--- src/rtl/sccb_pkg.sv ---
// Constants shared by the SCCB configuration sequencer and its register table ROM.
package sccb_pkg;

    localparam logic [15:0] END_MARKER   = 16'hFFFF;
    localparam logic [15:0] DELAY_MARKER = 16'hFFF0;

    localparam logic [2:0] ST_IDLE      = 3'd0;
    localparam logic [2:0] ST_FETCH     = 3'd1;
    localparam logic [2:0] ST_DECODE    = 3'd2;
    localparam logic [2:0] ST_ISSUE     = 3'd3;
    localparam logic [2:0] ST_WAIT_DONE = 3'd4;
    localparam logic [2:0] ST_DELAY     = 3'd5;
    localparam logic [2:0] ST_FINISH    = 3'd6;
    localparam logic [2:0] ST_ERROR     = 3'd7;

    typedef struct packed {
        logic [7:0] reg_addr;
        logic [7:0] data;
    } cfg_entry_t;

    function automatic cfg_entry_t cfg_write(input logic [7:0] reg_addr, input logic [7:0] data);
        cfg_entry_t entry;
        entry.reg_addr = reg_addr;
        entry.data     = data;
        return entry;
    endfunction

endpackage

--- src/rtl/sccb_cfg_seq.sv ---
// Walks the register table and hands each {SLAVE_ADDR, reg, data} write to the SCCB core,
// honouring delay entries, the end marker and a per-transaction completion timeout.
module sccb_cfg_seq
    import sccb_pkg::*;
#(
    parameter logic [7:0] SLAVE_ADDR     = 8'h42,
    parameter int         ADDR_W         = 8,
    parameter int         DELAY_CYCLES   = 4000,
    parameter int         TIMEOUT_CYCLES = 1024
)(
    input  logic              i_clk,
    input  logic              i_rstn,
    input  logic              i_cfg_start,
    output logic [ADDR_W-1:0] o_rom_addr,
    input  logic [15:0]       i_rom_data,
    output logic              o_i2c_start,
    output logic [23:0]       o_i2c_data,
    input  logic              i_i2c_done,
    output logic              o_busy,
    output logic              o_cfg_done,
    output logic              o_cfg_err
);

    localparam int                TO_W       = (TIMEOUT_CYCLES > 1) ? $clog2(TIMEOUT_CYCLES) : 1;
    localparam logic [ADDR_W-1:0] LAST_ADDR  = '1;
    localparam logic [15:0]       DELAY_LOAD = 16'(DELAY_CYCLES - 1);
    localparam logic [TO_W-1:0]   TO_LAST    = TO_W'(TIMEOUT_CYCLES - 1);

    logic [2:0]        r_state;
    logic [ADDR_W-1:0] r_rom_addr;
    logic              r_i2c_start;
    logic [23:0]       r_i2c_data;
    logic              r_busy;
    logic              r_cfg_done;
    logic              r_cfg_err;
    logic [15:0]       r_delay_cnt;
    logic [TO_W-1:0]   r_timeout_cnt;
    logic              w_at_last;

    assign w_at_last = (r_rom_addr == LAST_ADDR);

    // The start pulse is raised on the DECODE->ISSUE edge so it is high exactly while in ISSUE.
    always_ff @(posedge i_clk) begin
        if (!i_rstn) begin
            r_state       <= ST_IDLE;
            r_rom_addr    <= '0;
            r_i2c_start   <= 1'b0;
            r_i2c_data    <= '0;
            r_busy        <= 1'b0;
            r_cfg_done    <= 1'b0;
            r_cfg_err     <= 1'b0;
            r_delay_cnt   <= '0;
            r_timeout_cnt <= '0;
        end else begin
            r_i2c_start <= 1'b0;
            case (r_state)
                ST_IDLE: begin
                    if (i_cfg_start) begin
                        r_rom_addr <= '0;
                        r_cfg_done <= 1'b0;
                        r_cfg_err  <= 1'b0;
                        r_busy     <= 1'b1;
                        r_state    <= ST_FETCH;
                    end
                end
                ST_FETCH: r_state <= ST_DECODE;
                ST_DECODE: begin
                    if (i_rom_data == END_MARKER) begin
                        r_state <= ST_FINISH;
                    end else if (i_rom_data == DELAY_MARKER) begin
                        r_delay_cnt <= DELAY_LOAD;
                        r_state     <= ST_DELAY;
                    end else begin
                        r_i2c_data  <= {SLAVE_ADDR, i_rom_data};
                        r_i2c_start <= 1'b1;
                        r_state     <= ST_ISSUE;
                    end
                end
                ST_ISSUE: begin
                    r_timeout_cnt <= '0;
                    r_state       <= ST_WAIT_DONE;
                end
                // A done pulse on the final timeout cycle still wins over the timeout.
                ST_WAIT_DONE: begin
                    if (i_i2c_done) begin
                        r_state <= w_at_last ? ST_FINISH : ST_FETCH;
                        if (!w_at_last) r_rom_addr <= r_rom_addr + 1'b1;
                    end else if (r_timeout_cnt == TO_LAST) begin
                        r_state <= ST_ERROR;
                    end else begin
                        r_timeout_cnt <= r_timeout_cnt + 1'b1;
                    end
                end
                ST_DELAY: begin
                    if (r_delay_cnt == '0) begin
                        r_state <= w_at_last ? ST_FINISH : ST_FETCH;
                        if (!w_at_last) r_rom_addr <= r_rom_addr + 1'b1;
                    end else begin
                        r_delay_cnt <= r_delay_cnt - 1'b1;
                    end
                end
                ST_FINISH: begin
                    r_cfg_done <= 1'b1;
                    r_busy     <= 1'b0;
                    r_state    <= ST_IDLE;
                end
                ST_ERROR: begin
                    r_cfg_err <= 1'b1;
                    r_busy    <= 1'b0;
                    r_state   <= ST_IDLE;
                end
                default: r_state <= ST_IDLE;
            endcase
        end
    end

    assign o_rom_addr  = r_rom_addr;
    assign o_i2c_start = r_i2c_start;
    assign o_i2c_data  = r_i2c_data;
    assign o_busy      = r_busy;
    assign o_cfg_done  = r_cfg_done;
    assign o_cfg_err   = r_cfg_err;

endmodule

--- config.mk ---
export PLATFORM = sky130hd
export DESIGN_NAME = sccb_cfg_seq
export DESIGN_NICKNAME = d
export VERILOG_FILES = /design/src/rtl/sccb_pkg.sv /design/src/rtl/sccb_cfg_seq.sv
export SDC_FILE = /design/constraint.sdc
export NUM_CORES = 1
export LEC_CHECK = 0
export ABC_AREA = 1
export CAP_MARGIN = 20
export CELL_PAD_IN_SITES_DETAIL_PLACEMENT = 1
export CELL_PAD_IN_SITES_GLOBAL_PLACEMENT = 1
export CORE_ASPECT_RATIO = 0.6
export CORE_MARGIN = 1
export CORE_UTILIZATION = 37
export CTS_CLUSTER_DIAMETER = 100
export DETAILED_ROUTE_END_ITERATION = 12
export PLACE_DENSITY_LB_ADDON = 0.1
export SLEW_MARGIN = 20
export SYNTH_ARGS = -nofsm -noshare
export SYNTH_HDL_FRONTEND = slang
export SYNTH_SLANG_ARGS = --single-unit
--- constraint.sdc ---
create_clock -name i_clk -period 1.72 [get_ports i_clk]
set_input_delay 0.516 -clock i_clk [delete_from_list [all_inputs] [get_ports i_clk]]
set_output_delay 0.516 -clock i_clk [all_outputs]
set_load 0.03 [all_outputs]
======== Word-level counts from Yosys, hierarchy flattened ========
Index checks and enable logic that the tools add are counted.
word-level totals
  bits of input ports ..................... 20
  flip-flop bits (word level) ............. 58
  logic and storage cells ................. 80
  output and inout port bits .............. 36
operators by class
  bitwise operators ....................... 4
  reduce and logical (&&, ||, !) cells .... 18
  equal/unequal tests ..................... 20
  mux-type cells .......................... 26
  $add $sub $neg .......................... 3
operators by type and width
  operator                                                                count
  16-bit two-way mux                                                      3
  16-bit equality test (second input constant)                            2
  8-bit two-way mux                                                       4
  16-bit case mux with 2 select lines                                     1
  8-bit case mux with 3 select lines                                      1
  3-bit two-way mux                                                       7
  3-bit case mux with 7 select lines                                      1
  10-bit two-way mux                                                      2
  10-bit case mux with 2 select lines                                     1
  16-bit logical NOT                                                      1
  2-bit inequality test (second input constant)                           8
  16-bit by 1-bit subtractor with 16-bit output (second input constant)   1
  3-bit equality test (second input constant)                             4
  10-bit by 1-bit adder with 10-bit output (second input constant)        1
  10-bit equality test (second input constant)                            1
  2-bit nonzero test                                                      5
  3-bit AND reduction                                                     3
  8-bit by 1-bit adder with 8-bit output (second input constant)          1
  8-bit equality test (second input constant)                             1
  4-bit AND reduction                                                     2
  3-bit by 2-bit equality test with 1-bit output (second input constant)  2
  1-bit case mux with 2 select lines                                      3
  2-bit AND reduction                                                     3
  1-bit inverter                                                          4
  other kinds (7)                                                         9

======== Depth between registers and ports, before layout ========
Gate-level depths: netlist of the first run.
  depth in word-level cells ............... 4
  mapped depth ............................ 11
  depth with buffers taken out ............ 11

======== Worst setup path after synthesis of the first run ========
Ideal clock, no wire load.
  path type ............................... reg2reg
  from .................................... register r_rom_addr[1], in the netlist o_rom_addr[1]
  to ...................................... register r_rom_addr[0], in the netlist o_rom_addr[0]
  buffers on the path ..................... 1
  cell stages (with the launch flop) ...... 12
  data arrival time ....................... 1550 ps
  clock period less this slack ............ 1677 ps
  slack ................................... 43 ps
  data required time ...................... 1592 ps
  setup time .............................. 128 ps
  path through ............................ dfxtp_1 > ha_1 > nand2_1 > nor2_1 > nand2_1 > nand2_2 > nand2_2 > nand4_4 > buf_6 > nand2_1 > nand2_1 > nor2_1
between the ends
  longest elaborated chain between the ends .. 4
  elaborated cells between the ends (all ways) .. 5
  classes of those cells .................. eq/ne: 1; mux: 4
ends and longest elaborated chain
  what                                         line                text
  start: declaration                           sccb_cfg_seq.sv:30  logic [ADDR_W-1:0] r_rom_addr;
  start signal: assignment                     sccb_cfg_seq.sv:87  if (!w_at_last) r_rom_addr <= r_rom_addr + 1'b1;
  start signal: assignment                     sccb_cfg_seq.sv:97  if (!w_at_last) r_rom_addr <= r_rom_addr + 1'b1;
  8-bit equality test (*)                      sccb_cfg_seq.sv:40  assign w_at_last = (r_rom_addr == LAST_ADDR);
  8-bit two-way mux (*)                        n/a
  8-bit two-way mux, on equally long branches  n/a
  8-bit case mux with 3 select lines (*)       n/a
Every way passes the cells marked *; elsewhere a longest branch is shown, timed or not. The select of a mux whose other input is x is not followed.
A chain may end at the register's enable or synchronous reset.

======== Final worst setup path of the first run ========
  from .................................... register r_delay_cnt[6]
  to ...................................... register r_delay_cnt[15]
between the ends
  longest elaborated chain between the ends .. 3
  elaborated cells between the ends (all ways) .. 6
  classes of those cells .................. add/sub: 1; eq/ne: 1; mux: 2; reduce/logical: 2
ends and longest elaborated chain
  what                                                                                        line                                    text
  start: declaration                                                                          sccb_cfg_seq.sv:36                      logic [15:0] r_delay_cnt;
  start signal: assignment                                                                    sccb_cfg_seq.sv:99                      r_delay_cnt <= r_delay_cnt - 1'b1;
  16-bit by 1-bit subtractor with 16-bit output / 16-bit logical NOT (equally long branches)  sccb_cfg_seq.sv:99, sccb_cfg_seq.sv:95
  16-bit two-way mux / 2-bit inequality test (equally long branches)                          n/a
  16-bit case mux with 2 select lines / 4-bit AND reduction (equally long branches)           n/a
Several ways; a longest one is shown, not always the timed one. The select of a mux whose other input is x is not followed.

==> results of run 1 <==
-- cells in the mapped netlist (3+ instances only) --
library cell  count
nand2_1         105
nor2_1           77
dfxtp_1          58
inv_1            57
a21oi_1          44
o21ai_0          30
nand3_1          28
nand4_1          11
buf_4             8
nand2_2           8
clkbuf_1          6
o21bai_1          5
nand2_4           4
or2_2             4
a31oi_1           3
ha_1              3
inv_2             3
nor2_2            3
-- stage by stage --
stage	power, mW	hold slack, ps	std cells	setup TNS (ps)
floorplan	4.43	426	483	0
global placement	5.75	433	669	-12780
detailed placement	5.91	443	669	-15090
CTS	7.90	447	688	0
global route	8.70	457	689	-145
finish	8.20	442	689	0
-- routing by layer --
metal  global-route usage  up-vias  routed length, um
met4               0.0604        0                 89
met5                    0        -                  0
met3               0.0644       10                579
li1                     -     1727                  -
met1                0.368     1741               5780
met2                0.427       89               5150
-- power by group through the flow --
stage,combinational [mW],sequential [mW],clock (mW)
4_1_cts,4.05,1.89,1.95
6_report,4.34,1.93,1.93
3_5_place_dp,3.99,1.92,0
2_1_floorplan,2.22,2.21,0
5_1_grt,4.72,1.96,2.02
3_3_place_gp,3.85,1.90,0
-- critical path, cell delays in order (launching register included) --
cell and delay (ps):
dfxtp_1 390, nor2_2 170, nand2_1 120, nor2_4 120, nand2_2 90, nand2_4 130
nand2_4 100, nand2_8 120, buf_4 130, nand2_1 60, a21oi_2 160
-- layout make-up --
type | count | area [um^2]
Timing Repair Buffer | 99 | 868
Clock inverter | 5 | 77.6
Tap cell | 108 | 135
Sequential cell | 58 | 1170
Multi-Input combinational cell | 348 | 1790
Inverter | 60 | 233
Fill cell | 1045 | 3550
Clock buffer | 11 | 243
-- worst paths after layout --
kind                  startpoint              end  slack, ps  cells past startpoint
hold / removal    o_i2c_data[10]   o_i2c_data[10]        440                      2
setup / recovery  r_delay_cnt[6]  r_delay_cnt[15]         30                     10
setup reg to reg  r_delay_cnt[6]  r_delay_cnt[15]         30                     10
hold reg to reg   o_i2c_data[10]   o_i2c_data[10]        440                      2
-- registers in the layout, indices dropped and copies added (netlist names) --
register       count
r_timeout_cnt     10
o_i2c_start        1
r_delay_cnt       16
o_i2c_data        17
r_state            3
o_cfg_done         1
o_cfg_err          1
o_rom_addr         8
o_busy             1
-- kinds of logic (layout without fill, tap and decap cells) --
kind of cell | count (synthesis) | count (layout) | share of synthesized area
AO/OA/AOI/OAI | 84 | 84 | 0.140
other | 1 | 6 | 0.00119
flip-flops | 58 | 58 | 0.368
XOR/XNOR | 3 | 3 | 0.00833
AND/OR/NAND/NOR | 250 | 252 | 0.358
buffers and inverters | 79 | 175 | 0.113
adder cells (fa/ha/maj) | 3 | 3 | 0.0119
-- repair_timing --
action,CTS,global route
gates resized for setup,44,54
setup buffers,2,0
gates cloned,1,1
endpoints found under the setup margin,55,53
pin swaps,5,17
==> results.txt, run 1 <==
most frequent cells in the layout = 101 x nand2_1, 66 x nor2_1, 54 x inv_1, 52 x dfxtp_1, 45 x buf_4
global-route wire length before repair = 17800 um
vias in the first global route = 3470
post-route core utilization = 0.560
DRC Markers = 0
Die H = 73.5 um
CTS tree = built
Hold/Removal Path Class = flip-flop to flip-flop
Synth Register Bits = 58
Arr. time, crit path = 1950 ps
# H-tree levels = 3
EDFF count, synth = 0
worst IR drop on VDD = 0.667 mV
status = finished, final reports clean
P&R area growth vs syn = 43.2%
Routed Antenna Nets = 0
vias after detailed routing = 3567
Yosys top cell area share = 0.368
Pleak = 2.14 nW
Post-Syn Area = 3160 um^2
drt pass-1 iters = 5
clock group share of total power = 0.235
sw power = 3.64 mW
Final WS setup = 29.9 ps
CTS clk-pin slew, worst paths = 50 ps
Post-Syn Instances = 478
share of cells above drive strength 1 = 0.213
fin nets = 599
I/O pin cnt = 56
post-DP HPWL = 8140 um
Logic pwr share = 0.530
Die Span X = 121 um
Area after DPL = 4030 um^2
CP Launch Type = flip-flop
row cnt = 25
CP Capture Type = flip-flop
Synth area leader = dfxtp_1
Syn Area/Cell = 6.60 um^2
total wire length = 11600 um
GR Util All Layers = 0.268
initial antenna violation count = 0
fin area = 4520 um^2
post-synth cell types = 32
internal cell power = 4.56 mW
synth top area cells = dfxtp_1 37%, nand2_1 12%, nor2_1 9.2%, a21oi_1 7.0%, inv_1 6.8%
Fmax = 0.592 GHz
core area = 8070 um^2
# port buffers = 49
most common cell after layout, fill and taps aside = nand2_1
WL/cell = 16.8 um
Vias/cell = 5.18
starting density of the core = 0.391
count of final hold-check violations = 0
Ys Warns = 0
Crit Path Class = flip-flop to flip-flop
total gr overflow = 0
largest net degree at the start of global routing = 21
Slew Limit Fails = 0
crit share post-route = 0.983
sequential element share of the synthesized area = 0.368
Power Density = 1810 nW/um^2
final setup violating endpoints = 0
worst skew pair latency = 330 ps
Synth Flop Type = dfxtp_1
TritonCTS Buffers = 9
clock skew = 7.05 ps
max-cap viol count = 0
asr flop ratio synth = 0
Req. time, crit path = 1980 ps
Iter 0 DRT Violations = 214
CTS root buffer = clkbuf_16
Sw Ratio = 0.444
# clock sinks = 58
maximum net fanout on the critical path = 5
GPL Wtd Cong = 0.830
post-layout minimum cycle time = 1690 ps
CTS Hold Bufs = 0
Flop pwr share = 0.235
clk buf depth = 2
diode count = 0
worst slack, placed = -483 ps
Die ar. = 8910 um^2
Power figures use the tool's default switching activity.
==> inputs of run 2 (changes only) <==
--- a/config.mk
+++ b/config.mk
@@ -14,7 +14,9 @@
 export CORE_UTILIZATION = 37
 export CTS_CLUSTER_DIAMETER = 100
 export DETAILED_ROUTE_END_ITERATION = 12
+export MAX_ROUTING_LAYER = met4
 export PLACE_DENSITY_LB_ADDON = 0.1
+export SKIP_LAST_GASP = 1
 export SLEW_MARGIN = 20
 export SYNTH_ARGS = -nofsm -noshare
 export SYNTH_HDL_FRONTEND = slang
==> results.txt, run 2 (synthesized netlist as in run 1, its figures left out) <==
status = finished, final reports clean
most common cell after layout, fill and taps aside = nand2_1
largest net degree at the start of global routing = 21 (unchanged)
clk buf depth = 2 (unchanged)
TritonCTS Buffers = 9 (unchanged)
FF-to-FF Start = r_delay_cnt[6]
Post-Place Cells = 669 (unchanged)
CP Capture Type = output pin
Die H = 73.5 um (unchanged)
Iter 0 DRT Violations = 164 (-23%)
Final WS setup = 35.9 ps (+6.01 ps)
row cnt = 25 (unchanged)
CTS tree = built
fin nets = 599 (unchanged)
maximum net fanout on the critical path = 5 (unchanged)
# clock sinks = 58 (unchanged)
Slowest-stage cell, CP = dlygate4sd2_1
Routed Antenna Nets = 0 (unchanged)
Vias/cell = 5.16 (-0.28%)
Pleak = 2.14 nW (about the same)
CTS Hold Bufs = 0 (unchanged)
vias after detailed routing = 3557 (-0.28%)
area of the multi-input gates = 1790 um^2 (unchanged)
Buf/Inv on CP = 1 (unchanged)
DRC Markers = 0 (unchanged)
count of final hold-check violations = 0 (unchanged)
global-route wire length before repair = 17800 um (+0.20%)
core area = 8070 um^2 (unchanged)
Req. time, crit path = 1200 ps (-780 ps)
reg2reg setup slack = 50 ps (+20 ps)
Post-Layout Cell Count = 689 (unchanged)
Slew Limit Fails = 0 (unchanged)
Die Span X = 121 um (unchanged)
clock skew = 7.84 ps (+0.787 ps)
vias in the first global route = 3471 (+0.029%)
Fmax = 0.594 GHz (+0.36%)
number of fill cells = 1045 (unchanged)
diode count = 0 (unchanged)
Hold Path Depth = 2 (unchanged)
Largest register FFs = 17 (unchanged)
Crit path max-delay family = buffers and inverters
CTS root buffer = clkbuf_16
worst skew pair latency = 330 ps (about the same)
internal cell power = 4.56 mW (about the same)
total wire length = 11600 um (-0.34%)
# port buffers = 49 (unchanged)
worst IR drop on VDD = 0.662 mV (-0.74%)
WL/cell = 16.8 um (-0.34%)
Die ar. = 8910 um^2 (unchanged)
Arr. time, crit path = 1170 ps (-780 ps)
final setup violating endpoints = 0 (unchanged)
worst hold endpoint = o_i2c_data[10]
worst path cell trace = dlygate4sd2_1
Sw Ratio = 0.444 (about the same)
Flop pwr share = 0.235 (about the same)
register area = 1170 um^2 (unchanged)
Hold/Removal Path Class = flip-flop to flip-flop
CTS clk-pin slew, worst paths = 50 ps (about the same)
initial antenna violation count = 0 (unchanged)
Power Density = 1810 nW/um^2 (about the same)
clock group share of total power = 0.236 (about the same)
Logic pwr share = 0.529 (about the same)
post-DP HPWL = 8140 um (unchanged)
crit share post-route = 0.979 (-0.00350)
GR Util All Layers = 0.277 (+0.00846)
P&R area growth vs syn = 43.2% (unchanged)
Crit Path Class = flip-flop to output pin
post-layout minimum cycle time = 1680 ps (-6.01 ps)
drt pass-1 iters = 4 (-1)
# H-tree levels = 3 (unchanged)
Hold Crit Start = o_i2c_data[10]
post-route core utilization = 0.560 (unchanged)
R2R depth = 10 (unchanged)
Crit. Startpoint = o_rom_addr[6]
I/O pin cnt = 56 (unchanged)
CP Launch Type = flip-flop
max-cap viol count = 0 (unchanged)
Crit Reg-Reg Endpoint = r_delay_cnt[15]
share of cells above drive strength 1 = 0.213 (unchanged)
worst slack, placed = -483 ps (unchanged)
CP max stage delay = 430 ps (+40 ps)
most frequent cells in the layout = 101 x nand2_1, 66 x nor2_1, 54 x inv_1, 52 x dfxtp_1, 45 x buf_4
total gr overflow = 0 (unchanged)
starting density of the core = 0.391 (unchanged)
GPL Wtd Cong = 0.843 (+1.5%)
sw power = 3.63 mW (-0.14%)
==> run 2: cell counts in the layout (fill, tap and decap cells not counted) <==
Identical to the previous run, type by type.
==> run 2: power by group through the flow <==
stage	sequential [mW]	combinational [mW]	clock, mW
final	1.92	4.33	1.94
after global routing	1.96	4.72	2.02
after CTS	1.89	4.05	1.95
after detailed placement	1.92	3.99	0
after global placement	1.90	3.85	0
after floorplan	2.21	2.22	0
==> run 2: repair_timing <==
item / in CTS / in global routing
gates cloned: 1 / 1
gates resized for setup: 44 / 54
buffers inserted: 2 / 0
setup endpoints to repair: 55 / 53
pin swaps: 5 / 16
==> run 2: worst max-delay path by stage <==
stage / cells after the start / endpoint / slack (ps)
6_report: 1 / o_rom_addr[6] / 40
5_1_grt: 11 / o_rom_addr[6] / -50
4_1_cts: 8 / r_delay_cnt[4] / 0.07
3_5_place_dp: 9 / r_delay_cnt[15] / -480
3_3_place_gp: 9 / r_delay_cnt[11] / -430
2_1_floorplan: 11 / o_rom_addr[0] / 40
==> run 2: metrics by stage <==
stage	instance area (um^2)	total power [mW]	TNS, ps	hold WS (ps)
2_1_floorplan	3170	4.43	0	426
3_3_place_gp	4030	5.75	-12780	433
3_5_place_dp	4030	5.91	-15090	443
4_1_cts	4360	7.90	0	447
5_1_grt	4520	8.71	-144	457
6_report	4520	8.19	0	443
==> run 2: metal layers <==
metal / part of all wire / up-vias / GRT usage
met2: 0.44 / 107 / 0.426
met5: 0 / - / -
li1: - / 1729 / -
met3: 0.060 / 13 / 0.0637
met1: 0.49 / 1708 / 0.370
met4: 0.0099 / 0 / 0.0604
==> run 2: cell type report <==
cell class                      instances  area share
Clock buffer                           11      0.0537
Clock inverter                          5      0.0172
Multi-Input combinational cell        348       0.397
Timing Repair Buffer                   99       0.192
Inverter                               60      0.0515
Tap cell                              108      0.0299
Sequential cell                        58       0.259
==> inputs of run 3 (changes only) <==
--- a/config.mk
+++ b/config.mk
@@ -15,7 +15,7 @@
 export CTS_CLUSTER_DIAMETER = 100
 export DETAILED_ROUTE_END_ITERATION = 12
 export MAX_ROUTING_LAYER = met4
-export PLACE_DENSITY_LB_ADDON = 0.1
+export PLACE_DENSITY_LB_ADDON = 0.3
 export SKIP_LAST_GASP = 1
 export SLEW_MARGIN = 20
 export SYNTH_ARGS = -nofsm -noshare
==> results.txt, run 3 (synthesized netlist as in run 1, its figures left out) <==
Slew Limit Fails = 0 (unchanged)
crit share post-route = 0.967 (-0.0117)
met1 usage = 0.357 (-0.0128)
diode count = 0 (unchanged)
Crit. Startpoint = o_rom_addr[6]
Power Density = 1740 nW/um^2 (-3.7%)
clock skew = 5.81 ps (-2.03 ps)
GR Util All Layers = 0.270 (-0.00702)
CTS clk-pin slew, worst paths = 50 ps (about the same)
CTS tree = built
global-route wire length before repair = 17600 um (-1.3%)
Fmax = 0.601 GHz (+1.2%)
Hold/Removal Path Class = flip-flop to flip-flop
Die Span X = 121 um (unchanged)
total wire length = 11400 um (-1.1%)
post-layout minimum cycle time = 1660 ps (-20.2 ps)
clk buf depth = 2 (unchanged)
Area after DPL = 4010 um^2 (-0.62%)
total gr overflow = 0 (unchanged)
Crit Reg-Reg Endpoint = o_i2c_data[7]
Arr. time, crit path = 1150 ps (-20 ps)
share of cells above drive strength 1 = 0.187 (-0.0267)
most frequent cells in the layout = 103 x nand2_1, 68 x nor2_1, 55 x inv_1, 54 x dfxtp_1, 40 x a21oi_1
Hold Crit Start = o_i2c_data[13]
drt pass-1 iters = 4 (unchanged)
fin nets = 591 (-1.3%)
Crit Path Class = flip-flop to output pin
core area = 8070 um^2 (unchanged)
reg2reg setup slack = 70 ps (+20 ps)
Die ar. = 8910 um^2 (unchanged)
CTS root buffer = clkbuf_16
initial antenna violation count = 0 (unchanged)
R2R depth = 7 (-3)
vias in the first global route = 3469 (-0.058%)
row cnt = 25 (unchanged)
CP max stage delay = 420 ps (about the same)
GPL Wtd Cong = 0.812 (-3.6%)
final setup violating endpoints = 0 (unchanged)
# port buffers = 49 (unchanged)
fin area = 4460 um^2 (-1.2%)
WHS = 448 ps (+5.16 ps)
Hold Path Depth = 2 (unchanged)
status = finished, final reports clean
post-DP HPWL = 7980 um (-1.9%)
Pleak = 2.14 nW (about the same)
# H-tree levels = 3 (unchanged)
P&R area growth vs syn = 41.4%
Post-Place Cells = 659 (-1.5%)
largest net degree at the start of global routing = 27 (+29%)
Final WS setup = 56.1 ps (+20.2 ps)
worst skew pair latency = 330 ps (about the same)
Buf/Inv on CP = 1 (unchanged)
worst path cell trace = dlygate4sd2_1
most common cell after layout, fill and taps aside = nand2_1
Largest register FFs = 17 (unchanged)
# clock sinks = 58 (unchanged)
FF-to-FF Start = r_state[2]
starting density of the core = 0.391 (unchanged)
Routed Antenna Nets = 0 (unchanged)
Die H = 73.5 um (unchanged)
I/O pin cnt = 56 (unchanged)
maximum net fanout on the critical path = 5 (unchanged)
grt met3 use = 0.0644 (+0.000776)
DRC Markers = 0 (unchanged)
Crit path max-delay family = buffers and inverters
final setup TNS = 0 ps (unchanged)
grt peak-use layer = met2
met2 GRT Util = 0.413 (-0.0127)
post-route core utilization = 0.553 (-0.00698)
Tot Pwr = 7.79 mW (-4.9%)
Vias/cell = 5.15 (-0.28%)
Iter 0 DRT Violations = 228 (+39%)
worst IR drop on VDD = 0.594 mV (-10%)
Req. time, crit path = 1200 ps (about the same)
CP Capture Type = output pin
number of fill cells = 1057 (+1.1%)
count of final hold-check violations = 0 (unchanged)
Slowest-stage cell, CP = dlygate4sd2_1
TritonCTS Buffers = 9 (unchanged)
WL/cell = 16.8 um (about the same)
RSZ-0062 raised after global routing = yes
Post-Layout Cell Count = 681 (-1.2%)
vias after detailed routing = 3506 (-1.4%)
worst slack, placed = -454 ps (+29.4 ps)
max-cap viol count = 0 (unchanged)
worst hold endpoint = o_i2c_data[13]
CP Launch Type = flip-flop
==> run 3: cell types whose count changed in the layout (fill, tap and decap cells not counted), moves of 4 or more <==
cell and delta:
dlymetal6s2s_1 +4, dlygate4sd2_1 -4, buf_4 -9, buf_6 -5, buf_12 +5
==> run 3: worst min-delay path, cell delays in order (launching register included) <==
cell and delay (ps):
dfxtp_1 300, inv_1 50, a21oi_1 50
==> run 3: per-layer routing <==
| metal | routed length [um] | vias up |
|---|---|---|
| met4 | 121 | 0 |
| li1 | - | 1707 |
| met5 | 0 | - |
| met3 | 600 | 14 |
| met1 | 5650 | 1705 |
| met2 | 5060 | 80 |
==> run 3: worst max-delay path by stage <==
| stage | endpoint | slack (ps) | depth (start not counted) |
|---|---|---|---|
| 2_1_floorplan | o_rom_addr[0] | 40 | 11 |
| 3_3_place_gp | r_delay_cnt[14] | -400 | 9 |
| 3_5_place_dp | r_delay_cnt[5] | -450 | 9 |
| 4_1_cts | o_i2c_data[17] | -20 | 8 |
| 5_1_grt | o_i2c_data[7] | -30 | 7 |
| 6_report | o_rom_addr[6] | 60 | 1 |
==> run 3: what timing repair did <==
action                                 4_1_cts  5_1_grt
setup endpoints to repair                   68       56
endpoints found under the hold margin        0        0
pin swaps                                    2       17
setup buffers                                0        3
gates cloned                                 0        3
gates resized for setup                     40       41
hold buffers                                 0        0
==> run 3: report_power, final <==
group	switching (mW)	leakage [nW]	internal [mW]
Sequential	0.280	0.473	1.65
Clock	0.632	0.129	0.968
Combinational	2.65	1.54	1.60
==> run 3: cell type report <==
class,instances,area (um^2),area share
Multi-Input combinational cell,348,1780,0.400
Clock buffer,11,233,0.0522
Timing Repair Buffer,91,885,0.198
Tap cell,108,135,0.0303
Clock inverter,5,31.3,0.00701
Inverter,60,228,0.0510
Sequential cell,58,1170,0.261
